## src/rtl/sf_trace_capture.sv

```systemverilog
// Trace capture buffer: arm, then fill an N-deep RAM from strobed samples.
// Once the buffer is full, further strobes are only counted as overflow.
module sf_trace_capture #(
  parameter int pw    = 18,
  parameter int extra = 4,
  parameter int aw    = 6,
  localparam int tw   = pw + extra
) (
  input  logic                 clk,
  input  logic                 rst_n,
  input  logic                 ce,
  input  logic signed [tw-1:0] trace,
  input  logic                 trace_strobe,
  input  logic                 arm,
  input  logic [aw-1:0]        h_addr,
  output logic signed [tw-1:0] h_data,
  output logic                 done,
  output logic [aw:0]          count,
  output logic [7:0]           overflow
);

  typedef enum logic [1:0] {
    IDLE    = 2'd0,
    CAPTURE = 2'd1,
    DONE    = 2'd2
  } state_t;

  state_t             state_reg, state_next;
  logic [aw:0]        count_reg, count_next;
  logic [7:0]         overflow_reg, overflow_next;
  logic               wr_en;
  logic signed [tw-1:0] mem [0:(1<<aw)-1];

  always_ff @(posedge clk or negedge rst_n) begin
    if (!rst_n) begin
      state_reg    <= IDLE;
      count_reg    <= '0;
      overflow_reg <= '0;
    end else begin
      state_reg    <= state_next;
      count_reg    <= count_next;
      overflow_reg <= overflow_next;
    end
  end

  // Arm wins over any strobe in the same cycle; nothing moves without ce.
  always_comb begin
    state_next    = state_reg;
    count_next    = count_reg;
    overflow_next = overflow_reg;
    wr_en         = 1'b0;
    if (ce) begin
      if (arm) begin
        state_next    = CAPTURE;
        count_next    = '0;
        overflow_next = '0;
      end else begin
        case (state_reg)
          CAPTURE: begin
            if (trace_strobe) begin
              wr_en      = 1'b1;
              count_next = count_reg + 1'b1;
              // Last free slot: count reaches N on this edge, so stop here.
              if (&count_reg[aw-1:0])
                state_next = DONE;
            end
          end
          DONE: begin
            if (trace_strobe && (overflow_reg != 8'hff))
              overflow_next = overflow_reg + 8'd1;
          end
          default: ;
        endcase
      end
    end
  end

  // Simple dual-port RAM: no reset on the array so it maps to block RAM.
  always_ff @(posedge clk) begin
    if (wr_en)
      mem[count_reg[aw-1:0]] <= trace;
  end

  // Read register sees pre-write contents on an address collision.
  always_ff @(posedge clk or negedge rst_n) begin
    if (!rst_n)
      h_data <= '0;
    else
      h_data <= mem[h_addr];
  end

  assign done     = (state_reg == DONE);
  assign count    = count_reg;
  assign overflow = overflow_reg;

endmodule

```

## config.mk

```make
export PLATFORM = sky130hd
export DESIGN_NAME = sf_trace_capture
export DESIGN_NICKNAME = d
export VERILOG_FILES = /design/src/rtl/sf_trace_capture.sv
export SDC_FILE = /design/constraint.sdc
export NUM_CORES = 1
export LEC_CHECK = 0
export CORE_ASPECT_RATIO = 0.8
export CORE_UTILIZATION = 50
export DETAILED_ROUTE_END_ITERATION = 12
export PLACE_DENSITY = 0.66
export SLEW_MARGIN = 20
export SYNTH_ARGS = -nofsm -noshare
export SYNTH_HDL_FRONTEND = slang
export SYNTH_SLANG_ARGS = --single-unit
export TNS_END_PERCENT = 10
```

## constraint.sdc

```tcl
create_clock -name clk -period 5.2 [get_ports clk]
set_input_delay 0.78 -clock clk [delete_from_list [all_inputs] [get_ports clk]]
set_output_delay 0.78 -clock clk [all_outputs]
set_load 0.1 [all_outputs]
```

==> impl_metrics.tcl, run 1 <==
set metrics [dict create \
    clk_pin_slew_ns 0.06 \
    antenna_found_initial 10 \
    synth_flop_cell "edfxtp_1" \
    via_per_inst 6.51 \
    regArea_mm2 0.0433 \
    largest_reg_flops 1408 \
    gr-total-overflow 0 \
    critPathMaxFanout 18 \
    synthTopCellsByArea "edfxtp_1 (77%), mux4_2 (14%), dfrtp_1 (1.8%)" \
    syn-num-nets 2480 \
    io-pin-count 71 \
    grt_pass1_wl_um 199000 \
    ctsResizeCount 0 \
    dp_cells 3939 \
    yosysSeqAreaShare_pct 78.3 \
    tightest_slew_ns 1.03 \
    fp.dieArea_mm2 0.112 \
    syn_area_per_cell_um2 22.6 \
    grt_max_degree 83 \
    ys_seq_elements 1447 \
    min_period_over_period_pct 66.9 \
    start_util_pct 50.7 \
    rsz0062_at_grt "false" \
    cap_violations 0 \
    final_cell_mix "edfxtp_1 (1,408), mux4_2 (352), clkbuf_16 (147), buf_4 (126)" \
    synth_top_cell_by_area "edfxtp_1" \
    layout_min_cycle_time_ns 3.48 \
    die_w_um 374 \
    crit_path_end_kind "register" \
    syn_area_mm2 0.0553 \
    rr_startpoint "state_reg[1]$_DFFE_PN0P_" \
    cts_tree "built" \
    finalNetCount 2685 \
    ys_async_sr_fraction_pct 2.70 \
    clock-sinks 1447 \
    fill_cells 7720 \
    syn_inst 2445 \
    status "completed" \
    p_per_area_mw_per_mm2 389 \
    timing.hold.ws_ns 0.0433 \
    cts_max_path_buffers 3 \
    grt_util_all_layers_pct 25.4 \
    synth_warnings 0 \
    synth_edf_count 1408 \
    stdcell_count 4189 \
    slew_violations 0 \
    tns_ns 0 \
    p_leak_nw 19.7 \
    finalPower_w 0.0244 \
    worstPathArrival_ns 3.92 \
    die_h_um 299 \
    setup-violations-final 0 \
    skew_ns 0.0247 \
    drt-initial-drc-count 4370 \
    htree_num_levels 4 \
    row_count 108 \
    hold_class "in2async" \
    cts_root_buf "clkbuf_16" \
    crit_type "in2reg" \
    relSlewSlack_pct 31.0 \
    startpoint "ce" \
    grt_pass1_vias 26400 \
    wl_um 141000 \
    wire_per_inst_um 33.6 \
    drive_gt1_share_pct 28.9 \
    routed-via-count 27300 \
    area_growth_pct 13.3 \
    core_mm2 0.109 \
    post_cts_buffers 0 \
    dpl.hpwl_um 84300 \
    dr.pass1.iters 6 \
    final_common_cell "edfxtp_1" \
    drc 0 \
    place_congestion 0.899 \
    drtAntennaViolNets 0 \
    hold_viol 0 \
    multi_input_area_mm2 0.0114 \
    clock.fmax_mhz 287 \
    worstPathRequired_ns 5.64 \
    vdd_drop_max_mv 0.351 \
    clk_latency_ns 0.76 \
    place.port_buffers 70 \
    ys_types 47 \
    hold_buffers 0 \
    startpoint_type "input pin" \
    synth_top_area_share_pct 76.5 \
    numCtsBuffers 139 \
]
==> synth_stat cells, drive strengths merged (5+ instances only) <==
cell type / count
a211o: 6
a211oi: 13
a21oi: 22
a221oi: 13
a22o: 21
a22oi: 52
a31oi: 6
and2: 5
buf: 80
clkbuf: 57
dfrtp: 39
edfxtp: 1408
inv: 5
mux2: 11
mux2i: 65
mux4: 352
nand2: 31
nand3: 36
nand3b: 6
nor2: 96
nor2b: 7
nor3: 7
o21a: 5
o21ai: 42
o221ai: 12
o22ai: 13
==> through the flow <==
stage | setup WS (ns) | cell area [um^2] | utilization [%]
finish | 1.72 | 62600 | 57.4
global route | 1.64 | 62600 | 57.4
CTS | 1.44 | 62600 | 57.4
detailed placement | 0.983 | 58200 | 53.3
global placement | 1.05 | 58200 | 53.3
floorplan | 1.86 | 55300 | -
==> worst max-delay path, cell delays in order <==
cell and delay, ns:
clkdlybuf4s50_1 0.65, nand4b_1 0.22, or2_2 0.40, nor2_1 0.23, nand3_1 0.73, nor2_2 0.54
buf_4 0.35
==> final timing paths <==
| path | cells past startpoint | slack, ns | endpoint |
|---|---|---|---|
| worst max-delay path | 7 | 1.72 | mem[51][17]$_DFFE_PP_ |
| worst min-delay path | 1 | 0.04 | overflow[0]$_DFFE_PN0P_ |
| worst max register to register | 6 | 1.97 | mem[51][17]$_DFFE_PP_ |
| worst min register to register | 1 | 0.56 | state_reg[1]$_DFFE_PN0P_ |
| max in group asynchronous | 1 | 4.68 | h_data[5]$_DFF_PN0_ |
| min in group clk | 1 | 0.48 | mem[15][14]$_DFFE_PP_ |
==> power by group <==
group / total (W) / switching, W / internal, W
clock network: 0.00998 / 0.00428 / 0.00571
registers: 0.0129 / 0.0000700 / 0.0128
logic: 0.00147 / 0.00103 / 0.000444
==> cell type report <==
class,count,area share [%]
multi-input cells,856,18.2
diodes,2,0.00799
inverters,5,0.0300
repair buffers,201,2.69
flip-flops and latches,1447,69.1
well taps,1430,2.86
clock buffers,173,6.03
clock inverters,75,1.10
==> cell families after synthesis <==
kind of cell,synth area share [%]
AND/OR/NAND/NOR,1.73
adder cells (fa/ha/maj),0.0453
multiplexers,15.7
flip-flops,78.3
XOR/XNOR,0.0634
AO/OA/AOI/OAI,2.72
buffers and inverters,1.43
==> metal layers <==
metal,up-vias,track usage [%],share of wire (%)
li1,10800,-,-
met1,14600,39.8,41
met2,1672,35.3,44
met3,198,7.06,13
met4,6,6.87,2.2
met5,-,0,0.023
No activity file was read; power rests on OpenSTA's default activity.
==> run 2, diff against run 1 <==
- clock period: 5.2 -> 3.3 ns (I/O delays scaled with it)
==> run 2 against run 1 <==
  * Power rose by 58%
  * Sequential share of layout area fell by 1.1 points
  * Clock-buffer cell count up 9
  * Clock power grew 58%
  * Non-clock buffer count rose by 92
  * Critical path depth down 6
  * Cell area increased by 1.6%
  * Setup slack got worse by 1.3 ns
  * Hold slack better by 0.11 ns
  * Global-route usage shrank 0.097 points
==> impl_metrics.tcl, run 2 (synthesis results as in run 1) <==
set metrics [dict create \
    antenna_found_initial 4 \
    cts_tree "built" \
    drive_gt1_share_pct 31.9 \
    finalNetCount 2781 \
    preCtsSetupSlack_ns 0.0778 \
    rsz0062_at_grt "false" \
    worstPathRequired_ns 2.80 \
    slew_violations 0 \
    cap_violations 0 \
    fill_cells 7614 \
    rr_startpoint "state_reg[1]$_DFFE_PN0P_" \
    hold_viol 0 \
    worstPathArrival_ns 2.35 \
    cp_top_family "buffers and inverters" \
    start_util_pct 50.7 \
    finalPower_w 0.0384 \
    place.port_buffers 70 \
    slowest_stage "clkdlybuf4s50_1" \
    multi_input_area_mm2 0.0114 \
    wire_per_inst_um 32.5 \
    ctsResizeCount 0 \
    die_w_um 374 \
    slowest_delay_ns 1.16 \
    place_congestion 0.889 \
    routed-via-count 27600 \
    postLayoutCellArea_mm2 0.0636 \
    grt_pass1_vias 27100 \
    largest_reg_flops 1408 \
    hold_buffers 1 \
    drtAntennaViolNets 0 \
    path_cells "clkdlybuf4s50_1" \
    startpoint_type "register" \
    crit_type "reg2out" \
    p_per_area_mw_per_mm2 604 \
    final_common_cell "edfxtp_1" \
    min_period_over_period_pct 86.2 \
    hold_start "trace[2]" \
    tightest_slew_ns 1.06 \
    clk_latency_ns 0.77 \
    crit_buf_inv 1 \
    drc 0 \
    grt_util_all_layers_pct 25.3 \
    io-pin-count 71 \
    setup-violations-final 0 \
    core_mm2 0.109 \
    place_area_mm2 0.0591 \
    clock.fmax_mhz 352 \
    numCtsBuffers 143 \
    row_count 108 \
    gr-total-overflow 0 \
    final_cell_mix "edfxtp_1 (1,408), mux4_2 (352), buf_4 (218), clkbuf_16 (145)" \
    fp.dieArea_mm2 0.112 \
    area_growth_pct 15.1 \
    clk_pin_slew_ns 0.06 \
    die_h_um 299 \
    critPathMaxFanout 5 \
    clock-sinks 1447 \
    p_leak_nw 20.3 \
    grt_max_degree 71 \
    regArea_mm2 0.0433 \
    drt-initial-drc-count 4120 \
    layout_min_cycle_time_ns 2.84 \
    grt_pass1_wl_um 200000 \
    cts_root_buf "clkbuf_16" \
    layout_setup_ws_ns 0.455 \
    crit_path_end_kind "output port" \
    dr.pass1.iters 6 \
    vdd_drop_max_mv 0.612 \
    tns_ns 0 \
    relSlewSlack_pct 29.2 \
    htree_num_levels 4 \
    hold_class "in2reg" \
    startpoint "overflow[1]$_DFFE_PN0P_" \
    dpl.hpwl_um 89600 \
    wl_um 139000 \
    skew_ns 0.0257 \
    post_cts_buffers 0 \
    cts_max_path_buffers 3 \
    status "completed" \
    via_per_inst 6.43 \
]
run 2: cell types whose count changed in the layout (fill, tap and decap cells not counted), moves of 2 or more:
cell             change
clkbuf_16            -2
clkinvlp_4           -3
clkinv_2            -14
clkbuf_1             +6
diode_2              +2
buf_12              +29
buf_4               +92
clkinv_8             +4
clkdlybuf4s50_1     -30
clkbuf_8             +5
inv_6                +6
clkinv_1             +3
run 2: stage by stage:
| step | hold slack (ns) | cells | utilization, % |
|---|---|---|---|
| 4_1_cts | 0.121 | 4282 | 58.3 |
| 3_3_place_gp | 0.531 | 4030 | 54.2 |
| 3_5_place_dp | 0.547 | 4030 | 54.2 |
| 6_report | 0.153 | 4286 | 58.3 |
| 2_1_floorplan | 0.199 | 2445 | - |
| 5_1_grt | 0.147 | 4282 | 58.3 |
run 2: cell type report:
cell class	count	area share (%)
Sequential cell	1447	68.0
Multi-Input combinational cell	856	17.9
Clock buffer	182	6.00
Timing Repair Buffer	293	4.19
Tap cell	1430	2.81
Clock inverter	69	1.06
Inverter	5	0.0295
Antenna cell	4	0.0157
run 2: path summary, 6_finish.rpt:
| path | slack [ns] | cells past startpoint | end |
|---|---|---|---|
| worst max-delay path | 0.46 | 1 | overflow[1] |
| worst min-delay path | 0.15 | 1 | mem[14][2]$_DFFE_PP_ |
| worst max register to register | 0.82 | 7 | mem[27][19]$_DFFE_PP_ |
| worst min register to register | 0.57 | 1 | state_reg[1]$_DFFE_PN0P_ |
| max in group asynchronous | 2.06 | 3 | h_data[20]$_DFF_PN0_ |
| min in group asynchronous | 0.34 | 2 | count[3]$_DFFE_PN0P_ |
run 2: power breakdown:
| part | switching [W] | internal, W |
|---|---|---|
| Clock | 0.00681 | 0.00898 |
| Combinational | 0.00157 | 0.000762 |
| Sequential | 0.0000829 | 0.0202 |
| Total | 0.00847 | 0.0300 |
run 2: metal layers:
layer  vias to the layer above  part of all wire [%]  GRT usage, %
met2                      1461                    45          37.1
li1                      11000                     -             -
met1                     14900                    42          39.4
met4                         2                   2.2          7.40
met3                       193                    10          4.56
met5                         -                0.0093             0
run 2: worst register-to-register path, stage by stage, from the launching register on:
cell      delay [ns]
dfrtp_1         0.40
nand4b_1        0.24
or2_2           0.39
nor2_1          0.24
nand3_1         0.11
buf_4           0.23
nor2_2          0.12
buf_4           0.39
